--- src/rtl/wrr_burst_arbiter.sv ---
// wrr_burst_arbiter: rotating-priority arbiter that holds each grant for a burst of up to MAX_BURST beats.
// Latency: request to registered grant in 1 cycle; handover between holders is zero-bubble.
// Backpressure: none; a burst ends on request drop or quota. WRR_BURST_ARBITER_LOCK_EN lets lock extend a burst.
module wrr_burst_arbiter #(
    parameter int N         = 4,
    parameter int MAX_BURST = 8,
    parameter int ID_W      = $clog2(N),
    parameter int CNT_W     = $clog2(MAX_BURST)
) (
    input  logic             clk,
    input  logic             reset,
    input  logic [N-1:0]     request,
    input  logic [N-1:0]     lock,
    output logic [N-1:0]     grant,
    output logic             grant_valid,
    output logic [ID_W-1:0]  grant_id,
    output logic [CNT_W-1:0] beat_cnt,
    output logic             quota_expire
);

    typedef enum logic {IDLE, BUSY} state_t;

    localparam logic [CNT_W-1:0] LAST_BEAT = CNT_W'(MAX_BURST - 1);
    localparam logic [ID_W-1:0]  LAST_ID   = ID_W'(N - 1);

    state_t           state;
    state_t           state_nxt;
    logic [ID_W-1:0]  ptr;
    logic [ID_W-1:0]  ptr_nxt;
    logic [ID_W-1:0]  ptr_after;
    logic [ID_W-1:0]  search_start;
    logic [ID_W-1:0]  search_idx;
    logic [ID_W-1:0]  id_nxt;
    logic [ID_W:0]    idx_sum;
    logic             search_found;
    logic [2*N-1:0]   req_rot;
    logic [N-1:0]     grant_nxt;
    logic [CNT_W-1:0] cnt_nxt;
    logic             qe_nxt;
    logic             hold_req;
    logic             at_quota;
    logic             lock_hold;

    assign hold_req  = |(request & grant);
    assign at_quota  = (beat_cnt == LAST_BEAT);
    assign ptr_after = (grant_id == LAST_ID) ? '0 : grant_id + ID_W'(1);

    // While busy the search always starts just past the holder, so the holder is considered last.
    assign search_start = (state == BUSY) ? ptr_after : ptr;
    assign req_rot      = {request, request} >> search_start;

`ifdef WRR_BURST_ARBITER_LOCK_EN
    assign lock_hold = |(lock & grant);
`else
    logic unused_lock;
    assign unused_lock = ^lock;
    assign lock_hold   = 1'b0;
`endif

    always_comb begin
        search_found = 1'b0;
        idx_sum      = '0;
        for (int i = N - 1; i >= 0; i--) begin
            if (req_rot[i]) begin
                search_found = 1'b1;
                idx_sum      = {1'b0, search_start} + (ID_W + 1)'(i);
            end
        end
        search_idx = (idx_sum >= (ID_W + 1)'(N)) ? ID_W'(idx_sum - (ID_W + 1)'(N))
                                                 : ID_W'(idx_sum);
    end

    always_comb begin
        state_nxt = state;
        ptr_nxt   = ptr;
        grant_nxt = grant;
        id_nxt    = grant_id;
        cnt_nxt   = beat_cnt;
        qe_nxt    = 1'b0;
        case (state)
            IDLE: begin
                if (search_found) begin
                    state_nxt             = BUSY;
                    grant_nxt             = '0;
                    grant_nxt[search_idx] = 1'b1;
                    id_nxt                = search_idx;
                    cnt_nxt               = '0;
                end
            end
            BUSY: begin
                if (hold_req && !at_quota) begin
                    cnt_nxt = beat_cnt + CNT_W'(1);
                end else if (hold_req && lock_hold) begin
                    cnt_nxt = beat_cnt;
                end else begin
                    // Burst ends: release (request dropped) or quota; release wins if both.
                    ptr_nxt = ptr_after;
                    qe_nxt  = hold_req;
                    cnt_nxt = '0;
                    if (search_found) begin
                        grant_nxt             = '0;
                        grant_nxt[search_idx] = 1'b1;
                        id_nxt                = search_idx;
                    end else begin
                        state_nxt = IDLE;
                        grant_nxt = '0;
                        id_nxt    = '0;
                    end
                end
            end
            default: begin
                state_nxt = IDLE;
                grant_nxt = '0;
                id_nxt    = '0;
                cnt_nxt   = '0;
            end
        endcase
    end

    always_ff @(posedge clk or posedge reset) begin
        if (reset) begin
            state        <= IDLE;
            ptr          <= '0;
            grant        <= '0;
            grant_valid  <= 1'b0;
            grant_id     <= '0;
            beat_cnt     <= '0;
            quota_expire <= 1'b0;
        end else begin
            state        <= state_nxt;
            ptr          <= ptr_nxt;
            grant        <= grant_nxt;
            grant_valid  <= |grant_nxt;
            grant_id     <= id_nxt;
            beat_cnt     <= cnt_nxt;
            quota_expire <= qe_nxt;
        end
    end

endmodule

--- config.mk ---
export PLATFORM = sky130hd
export DESIGN_NAME = wrr_burst_arbiter
export DESIGN_NICKNAME = d
export VERILOG_FILES = /design/src/rtl/wrr_burst_arbiter.sv
export SDC_FILE = /design/constraint.sdc
export NUM_CORES = 1
export LEC_CHECK = 0
export BUFFER_PORTS_ARGS = -buffer_cell sky130_fd_sc_hd__buf_2
export CAP_MARGIN = 20
export CORE_MARGIN = 1
export CORE_UTILIZATION = 30
export DETAILED_ROUTE_END_ITERATION = 6
export PLACE_DENSITY_LB_ADDON = 0.3
export RECOVER_POWER = 100
export SYNTH_ARGS = -nofsm -noshare
export SYNTH_HDL_FRONTEND = slang
export SYNTH_SLANG_ARGS = --single-unit
--- constraint.sdc ---
create_clock -name clk -period 2.55 [get_ports clk]
set_input_delay 0.1275 -clock clk [delete_from_list [all_inputs] [get_ports clk]]
set_output_delay 0.1275 -clock clk [all_outputs]
set_load 0.01 [all_outputs]
# Yosys cells after proc, flatten, opt, wreduce, memory -nomap -nowiden

Cells that the tools add are included.

Input bits: 10
Memories: 0
ROM bits: 0
Register bits: 14
Output and inout port bits: 11
Bits in writable memories: 0
Word-level logic and storage cells: 60
Latch bits: 0

Equality and inequality tests: 4
Shifts and indexed selects: 1
Add/subtract/negate cells: 6
$lt $le $gt $ge: 3
Bitwise logic cells: 3
Reduce and logical (&&, ||, !) cells: 7
Divide/modulo/power cells: 0
Multipliers: 0
Muxes and demuxes: 29

Operators with widths:

| kind                                                        | number |
|---|---|
| 2-to-1 mux 3 bit                                            | 6 |
| 2-to-1 mux 2 bit                                            | 6 |
| 2-to-1 mux 4 bit                                            | 3 |
| 2-to-1 mux 1 bit                                            | 9 |
| case mux 4 bit (2 select lines)                             | 1 |
| OR reduction 4 bit                                          | 2 |
| >> shifter 8 x 2 -> 4 bit                                   | 1 |
| adder 2 x 2 -> 3 bit (second input constant)                | 2 |
| case mux 3 bit (2 select lines)                             | 1 |
| AND 4 bit                                                   | 1 |
| inequality test 2 bit (second input constant)               | 2 |
| case mux 2 bit (2 select lines)                             | 1 |
| AND reduction 2 bit                                         | 2 |
| adder 2 x 1 -> 3 bit (second input constant)                | 1 |
| adder 3 x 1 -> 3 bit (second input constant)                | 1 |
| == test 3 bit (second input constant)                       | 1 |
| >= comparator 3 bit (second input constant)                 | 1 |
| less-than comparator 2 x 3 -> 1 bit (second input constant) | 1 |
| adder 2 x 1 -> 2 bit (second input constant)                | 1 |
| demux 1 bit (select 2 bit)                                  | 1 |
| == test 2 bit (second input constant)                       | 1 |
| >= comparator 2 x 1 -> 1 bit (second input constant)        | 1 |
| logical AND 1 bit                                           | 2 |
| inverter 1 bit                                              | 2 |
| other kinds (3)                                             | 3 |

# Depth between registers and ports, before layout

Gate-level depths: netlist of the first run.

Depth after elaboration: 18
Gate-level depth with buffers: 6
Gate-level depth less buffers: 6

# Least setup slack after synthesis of the first run

No wires, ideal clock.

Kind: register to register
From: register grant_id[0]
To: register grant[1]
Path slack: 791 ps
Buffers on the path: 0
Arrival time: 1637 ps
Cell stages (with the launch flop): 7
Clock period less this slack: 1759 ps
Data required time: 2428 ps
Setup time: 122 ps
Cells stage by stage: dfrtp_1 > ha_1 > mux2i_4 > nand2_1 > a21o_1 > and4b_4 > a32o_1

Word-level cells in the longest chain between the ends: 17
Elaborated cells between the ends (all ways): 28
Classes of those cells: 5 x add/sub; 3 x order compare; 1 x eq/ne; 1 x shift; 17 x mux; 1 x reduce/logical

Ends and longest elaborated chain:

| what                                                                                                      | RTL line | text |
|---|---|---|
| start, declared                                                                                           | 16       | `output logic [ID_W-1:0] grant_id,` |
| start signal, assigned                                                                                    | 134      | `grant_id <= id_nxt;` |
| adder 2 x 1 -> 2 bit or == test 2 bit (tied branches)                                                     | 46       | `assign ptr_after = (grant_id == LAST_ID) ? '0 : grant_id + ID_W'(1);` |
| 2-to-1 mux 2 bit (*)                                                                                      | 46       |  |
| via ptr_after[1]                                                                                          | 30       | `logic [ID_W-1:0] ptr_after;` |
| 2-to-1 mux 2 bit (*)                                                                                      | 49       | `assign search_start = (state == BUSY) ? ptr_after : ptr;` |
| adder 2 x 2 -> 3 bit or >> shifter 8 x 2 -> 4 bit (tied branches)                                         | 66, 50   |  |
| 2-to-1 mux 3 bit (4 in series)                                                                            | 64       | `if (req_rot[i]) begin` |
| >= comparator 3 bit or subtractor 2 x 1 -> 2 bit (tied branches)                                          | 69       | `search_idx = (idx_sum >= (ID_W + 1)'(N)) ? ID_W'(idx_sum - (ID_W + 1)'(N))` |
| 2-to-1 mux 2 bit                                                                                          | 69       |  |
| less-than comparator 2 x 3 -> 1 bit (not written as such) or >= comparator 2 x 1 -> 1 bit (tied branches) | 85, 102  |  |
| logical AND 1 bit (not written as such)                                                                   | 85, 102  |  |
| 2-to-1 mux 1 bit (not written as such)                                                                    | 85, 102  |  |
| demux 1 bit (select 2 bit)                                                                                | 85, 102  |  |
| 2-to-1 mux 4 bit                                                                                          | 100      | `if (search_found) begin` |
| 2-to-1 mux 4 bit                                                                                          | 91       | `if (hold_req && !at_quota) begin` |
| case mux 4 bit (2 select lines) (*)                                                                       | 80       | `case (state)` |
| via grant_nxt[1]                                                                                          | 37       | `logic [N-1:0] grant_nxt;` |
| end signal, assigned                                                                                      | 132      | `grant <= grant_nxt;` |
| end, declared                                                                                             | 14       | `output logic [N-1:0] grant,` |

The timed path passes the listed nets; every way through them passes the cells marked *.
A chain may end at the register's enable or synchronous reset.

# Worst setup path after layout of the first run

From: register grant[0]
To: register grant_id[0]

Word-level cells in the longest chain between the ends: 5

Ends and longest elaborated chain:

| what                            | RTL line | text |
|---|---|---|
| AND 4 bit                       | 44       | `assign hold_req = \|(request & grant);` |
| OR reduction 4 bit              | 44       |  |
| logical AND 1 bit               | 91       |  |
| inequality test 2 bit (no line) | n/a      |  |
| AND reduction 2 bit (no line)   | n/a      |  |

Every way passes these cells.

==> reports/metrics.csv, run 1 <==
metric;value;unit
First-pass DRT Iterations;4;
YS warnings;0;
number of enable-type register cells in the synthesized netlist;0;
number of port buffers;16;
Max Slew Vio Count;0;
synthesis-to-finish area growth;17.19;%
fraction of the mapped netlist area in compound gates;0.2017;
# clock sinks;14;
dominant cell type by count on the critical path;sky130_fd_sc_hd__o21ai_0;
Num CTS Buffers;3;
number of nets with antenna violations after detailed routing;0;
total internal power;0.6452;mW
Longest Clk Path Bufs;2;
most common flop cell mapped by yosys;sky130_fd_sc_hd__dfrtp_1;
proportion of synthesized area in mux cells;0.08760;
Final Instance Area;887.1;um^2
final weighted congestion of routability-driven global placement;0.7827;
top-level I/O count;21;
synth unique cells;27;
main combinational cell family by area after synthesis;compound AO/OA/AOI/OAI gates;
critical path arrival;2.23;ns
kind of critical path;reg2reg;
run status;finished clean;
# nets final;103;
post-route clock skew;0.004370;ns
vias after detailed routing;607;
final-layout setup total negative slack;0;ns
vias in the first global route;590;
CP startpoint kind;flip-flop;
total DRC errors in the routed layout;0;
P_leak;0.3949;nW
leading cell types in the layout, fill and taps excluded;14 x sky130_fd_sc_hd__dfrtp_1, 12 x sky130_fd_sc_hd__clkbuf_1, 6 x sky130_fd_sc_hd__nor2_1, 6 x sky130_fd_sc_hd__nand2_1, 5 x sky130_fd_sc_hd__o21ai_0;
pin slew with the least headroom to its limit;0.6526;ns
syn avg cell area;10.81;um^2
maximum fanout encountered on the critical timing path;12;
starting density of the core;0.3295;
switching part of the total;0.3972;
initial antenna violation count;0;
sequence of cells on the critical path;a22o_1 -> o21ai_0 -> nand2b_1 -> o21ai_0 -> a22o_2;
highest cell delay on the worst timing path;0.42;ns
Post-Synthesis Net Count;83;
most common cell after layout, fill and taps aside;sky130_fd_sc_hd__dfrtp_1;
number of hold violations in the final report;0;
share of the yosys chip area belonging to registers;0.4628;
peak supply drop;0.0004914;V
RSZ-0062 raised after global routing;false;
nature of the critical path endpoint;flip-flop;
number of max-cap violations;0;
fraction of the mapped netlist area in adder cells;0.04959;
Async S/R FF share, synth;1.000;
TritonCTS clock tree;yes;
placed wire-length estimate after detailed placement;1145;um
DRT Wirelength;1510;um
standard-cell row count;17;
clock latency at the later pin of the worst-skew pair;0.28;ns
fraction of power consumed by the clock network;0.147;
Critical-path top delay cell;sky130_fd_sc_hd__dfrtp_1;
number of diodes;0;
synthesized flop and latch total;14;
endpoint required time on the critical path;2.72;ns
Die ar.;2728;um^2
H-tree levels;1;
sum of overflow across all layers after global routing;0;
global-route wire length before repair;2553;um
cell area power density;1206;nW/um^2
CORE AREA;2297;um^2
maximum number of pins on one net before global-route repair;15;
Net Sw Power;0.4251;mW
post-CTS setup repair buffer count;0;
initial detailed-routing violation count;3;
synthesized instance count;70;
highest achievable clock rate;485.2;MHz
power share of the combinational group;0.501;
Total Routing Usage GR;0.1304;
post-synthesis xor/xnor area fraction;0;
Die Y;52.23;um
Die W;52.23;um
post-detailed-route wirelength per cell;12.91;um
Final Critical Period;2.061;ns
clock edge transition at the registers on the reported setup and hold paths;0.09;ns
Flop pwr share;0.352;
Area after DPL;855.8;um^2
Relative slew margins;0.5603;
proportion of layout cells with a drive suffix above 1;0.1798;
Post-Synthesis Cell Area;757.0;um^2
final cycle utilization of the critical path;0.8083;
clock root buffer;sky130_fd_sc_hd__clkbuf_4;
average vias per placed instance;5.188;
synthesized-area fraction occupied by and/or/nand/nor cells;0.1570;
Hold Crit Class;in2reg;
endpoints failing setup;0;
==> final cells by class <==
class                      instances  area [um^2]
clock buffer                       4        36.28
fill                             236         1410
inverter                           4        15.01
multi-input combinational         50        375.4
sequential                        14        350.3
tap                               28        35.03
timing repair buffer              17        75.07
==> critical path, delay by kind of cell (launching register included) <==
family	cells	cell delay (ns)
AOI/OAI and AO/OA	4	1.16
DFF	1	0.42
and+or+nand+nor	1	0.39
==> power by group through the flow <==
stage	Sequential [mW]	Clock, mW	Combinational [mW]
after CTS	0.374	0.164	0.558
after detailed placement	0.378	0	0.551
final	0.377	0.158	0.536
after floorplan	0.397	0	0.385
after global placement	0.374	0	0.544
after global routing	0.389	0.180	0.598
==> synthesized netlist by cell type, types with 2 or more instances <==
cell / count / share of area
sky130_fd_sc_hd__a32o_1: 4 / 0.053
sky130_fd_sc_hd__nand3_1: 3 / 0.020
sky130_fd_sc_hd__o21ai_0: 4 / 0.026
sky130_fd_sc_hd__nor2_1: 6 / 0.030
sky130_fd_sc_hd__a22o_1: 4 / 0.046
sky130_fd_sc_hd__a21oi_1: 2 / 0.013
sky130_fd_sc_hd__dfrtp_1: 14 / 0.46
sky130_fd_sc_hd__nand2_1: 6 / 0.030
sky130_fd_sc_hd__inv_1: 4 / 0.020
sky130_fd_sc_hd__nor2b_1: 2 / 0.017
sky130_fd_sc_hd__ha_1: 3 / 0.050
sky130_fd_sc_hd__mux2_2: 3 / 0.045
==> layer usage <==
layer,routed length (um),global-route usage,vias to the layer above
met4,0,0.02632,0
met1,748,0.1595,295
met5,0,0,-
met3,65,0.06087,0
li1,-,-,298
met2,695,0.2094,14
==> final timing paths <==
path | to | slack [ns] | depth (start not counted) | startpoint
worst min register to register | ptr[0] | 0.52 | 1 | ptr[0]
max in group asynchronous | grant[0] | 1.76 | 3 | reset
worst max-delay path | grant_id[0] | 0.49 | 5 | grant[0]
worst min-delay path | state | 0.20 | 3 | request[2]
worst max register to register | grant_id[0] | 0.49 | 5 | grant[0]
min in group asynchronous | beat_cnt[0] | 0.43 | 3 | reset
==> what timing repair did <==
| item | in CTS | in global routing |
|---|---|---|
| hold endpoints to repair | 14 | 0 |
| gates resized for setup | 0 | 0 |
| hold buffers | 1 | 0 |
==> metrics by stage <==
| stage | hold WS, ns | total power [mW] | worst slack [ns] | util | instances |
|---|---|---|---|---|---|
| floorplan | 0.01672 | 0.7816 | 0.7913 | - | 70 |
| global placement | 0.1831 | 0.9180 | 0.6197 | 0.3725 | 112 |
| detailed placement | 0.1930 | 0.9298 | 0.6264 | 0.3725 | 112 |
| CTS | 0.1900 | 1.096 | 0.6039 | 0.3927 | 117 |
| global route | 0.1995 | 1.167 | 0.3318 | 0.3862 | 117 |
| finish | 0.1999 | 1.070 | 0.4889 | 0.3862 | 117 |
==> sequential cells by signal, indices dropped and copies added, names as in the netlist <==
name and cells:
ptr 2, grant_id 2, grant_valid 1, state 1, grant 4, quota_expire 1
beat_cnt 3
==> cell families (layout without fill, tap and decap cells) <==
family          after synthesis  in the layout
flops                        14             14
simple gates                 22             22
fa+ha+maj                     3              3
mux                           5              5
compound gates               20             20
buf+inv                       6             25
No activity file was read; power rests on OpenSTA's default activity.
==> run 2, diff against run 1 <==
==> constraint.sdc (replaced) <==
create_clock -name clk -period 1.7 [get_ports clk]
set_input_delay 0.085 -clock clk [delete_from_list [all_inputs] [get_ports clk]]
set_output_delay 0.085 -clock clk [all_outputs]
set_load 0.01 [all_outputs]
==> run 2 against run 1 <==
Against the previous run:
- sequential power grew 47%
- first-iteration DRC count rose to 7.7 times the previous value
- wire length grew 7.0%
- final cell count up 6.0%
- hold slack worse by 0.025 ns
- setup slack worse by 0.47 ns
- global-route usage rose by 1.6 points
- sequential share of layout area down 2.9 points
- via count rose by 3.0%
- critical path depth increased by 1
- combinational power grew 82%
- core utilization increased by 3.1 points
==> reports/metrics.csv, run 2 (same netlist as run 1, synthesis figures left out) <==
metric;value;unit;change
run status;finished clean;;
RSZ-0062 raised after global routing;true;;
# nets final;111;;+7.8%
highest achievable clock rate;593.3;MHz;+22%
P_leak;0.4297;nW;+8.8%
cell area power density;1795;nW/um^2;+49%
total DRC errors in the routed layout;0;;unchanged
vias in the first global route;631;;+6.9%
placed wire-length estimate after detailed placement;1241;um;+8.4%
Num CTS Buffers;3;;unchanged
Hold Crit Class;in2reg;;
clock edge transition at the registers on the reported setup and hold paths;0.08;ns;about the same
category of cells accounting for the largest share of critical-path delay;flip-flops;;
power share of the combinational group;0.569;;+0.068
number of hold violations in the final report;0;;unchanged
Relative slew margins;0.6513;;+0.09102
endpoint required time on the critical path;1.87;ns;-0.85 ns
pre-CTS setup slack;-0.02277;ns;-0.6492 ns
highest cell delay on the worst timing path;0.41;ns;about the same
Top Registers;grant (4), beat_cnt (3);;
First-pass DRT Iterations;4;;unchanged
number of nets with antenna violations after detailed routing;0;;unchanged
Die W;52.23;um;unchanged
flip-flop count of the largest register, all copies and words added;4;;unchanged
Total Routing Usage GR;0.1466;;+0.01620
post-route clock skew;0.002118;ns;-0.002252 ns
standard-cell row count;17;;unchanged
endpoints failing setup;0;;unchanged
synthesis-to-finish area growth;26.45;%;
total internal power;1.040;mW;+61%
sum of overflow across all layers after global routing;0;;unchanged
kind of critical path;reg2reg;;
Max Slew Vio Count;0;;unchanged
vias after detailed routing;625;;+3.0%
pin slew with the least headroom to its limit;0.5224;ns;-0.1302 ns
top-level I/O count;21;;unchanged
final weighted congestion of routability-driven global placement;0.7508;;-4.1%
number of buffer and inverter stages on the critical path;0;;unchanged
maximum number of pins on one net before global-route repair;15;;unchanged
switching part of the total;0.3945;;-0.002615
# clock sinks;14;;unchanged
post-detailed-route wirelength per cell;13.03;um;+0.98%
sequence of cells on the critical path;ha_4 -> mux2i_4 -> nand2_1 -> a21o_1 -> and4b_4 -> a32o_1;;
DRT Wirelength;1616;um;+7.0%
CP startpoint kind;flip-flop;;
Critical-path top delay cell;sky130_fd_sc_hd__dfrtp_1;;
average vias per placed instance;5.040;;-2.8%
number of diodes;0;;unchanged
Flop pwr share;0.323;;-0.029
initial detailed-routing violation count;23;;+20
clock latency at the later pin of the worst-skew pair;0.28;ns;about the same
initial antenna violation count;0;;unchanged
final cycle utilization of the critical path;0.9914;;+0.1831
proportion of layout cells with a drive suffix above 1;0.3125;;+0.1327
H-tree levels;1;;unchanged
global-route wire length before repair;2870;um;+12%
Longest Clk Path Bufs;2;;unchanged
number of port buffers;16;;unchanged
starting density of the core;0.3295;;unchanged
clock root buffer;sky130_fd_sc_hd__clkbuf_4;;
final core utilization;0.4167;;+0.03050
Final Critical Period;1.685;ns;-0.3757 ns
Die ar.;2728;um^2;unchanged
peak supply drop;0.0008015;V;+63%
TritonCTS clock tree;yes;;
leading cell types in the layout, fill and taps excluded;14 x sky130_fd_sc_hd__dfrtp_1, 9 x sky130_fd_sc_hd__buf_2, 9 x sky130_fd_sc_hd__clkbuf_1, 6 x sky130_fd_sc_hd__nor2_1, 6 x sky130_fd_sc_hd__nand2_1;;
number of max-cap violations;0;;unchanged
CORE AREA;2297;um^2;unchanged
critical path arrival;1.85;ns;-0.38 ns
post-CTS setup repair buffer count;0;;unchanged
Net Sw Power;0.6779;mW;+59%
fraction of power consumed by the clock network;0.108;;-0.039
nature of the critical path endpoint;flip-flop;;
Die Y;52.23;um;unchanged
maximum fanout encountered on the critical timing path;5;;-7
worst setup margin;0.01464;ns;-0.4743 ns
most common cell after layout, fill and taps aside;sky130_fd_sc_hd__dfrtp_1;;
largest register by flop count;grant;;
[run 2: area by class of cell]
cell class	instances	area [um^2]
flip-flops and latches	14	350.3
well taps	28	35.03
multi-input cells	50	400.4
inverters	4	15.01
clock buffers	3	22.52
repair buffers	25	133.9
fillers	224	1340
[run 2: repair_timing]
action / in CTS / in global routing
setup endpoints to repair: 3 / 8
hold buffers: 1 / 0
pin swaps: 5 / 7
resized for setup: 1 / 4
hold endpoints to repair: 14 / 0
[run 2: routing by layer]
layer | GRT usage | routed length [um] | vias up | part of all wire
met1 | 0.2022 | 816 | 294 | 0.50
met2 | 0.2222 | 724 | 15 | 0.45
li1 | - | - | 314 | -
met5 | 0 | 0 | - | 0
met3 | 0.03478 | 56 | 2 | 0.035
met4 | 0.05263 | 19 | 0 | 0.012
[run 2: worst paths after layout]
kind	from	end	slack, ns	cells after the start
setup / recovery	grant_id[0]	grant[1]	0.01	6
hold / removal	request[0]	state	0.17	3
setup reg to reg	grant_id[0]	grant[1]	0.01	6
hold reg to reg	beat_cnt[1]	beat_cnt[1]	0.52	2
max in group asynchronous	reset	grant[1]	0.98	3
min in group asynchronous	reset	grant_valid	0.38	3
[run 2: power by group through the flow]
stage / registers, mW / clock network [mW] / logic (mW)
2_1_floorplan: 0.606 / 0 / 0.598
5_1_grt: 0.574 / 0.211 / 1.08
3_3_place_gp: 0.553 / 0 / 0.954
4_1_cts: 0.552 / 0.193 / 0.985
6_report: 0.554 / 0.186 / 0.978
3_5_place_dp: 0.560 / 0 / 0.970
[run 2: worst reg2reg max path, stage by stage (launching register included)]
cell	delay, ns
sky130_fd_sc_hd__dfrtp_1	0.41
sky130_fd_sc_hd__ha_4	0.27
sky130_fd_sc_hd__mux2i_4	0.21
sky130_fd_sc_hd__nand2_1	0.09
sky130_fd_sc_hd__a21o_1	0.16
sky130_fd_sc_hd__and4b_4	0.22
sky130_fd_sc_hd__a32o_1	0.22
[run 2: per-stage QoR]
step,cells,hold slack [ns],total power [mW],TNS (ns),area (um^2)
after CTS,124,0.1669,1.730,0,964.7
after detailed placement,120,0.1495,1.531,-0.03334,928.4
after floorplan,70,-0.02578,1.203,0,769.5
final,124,0.1748,1.718,0,957.2
after global routing,124,0.1898,1.869,-0.1825,957.2
after global placement,120,0.1487,1.507,0,928.4
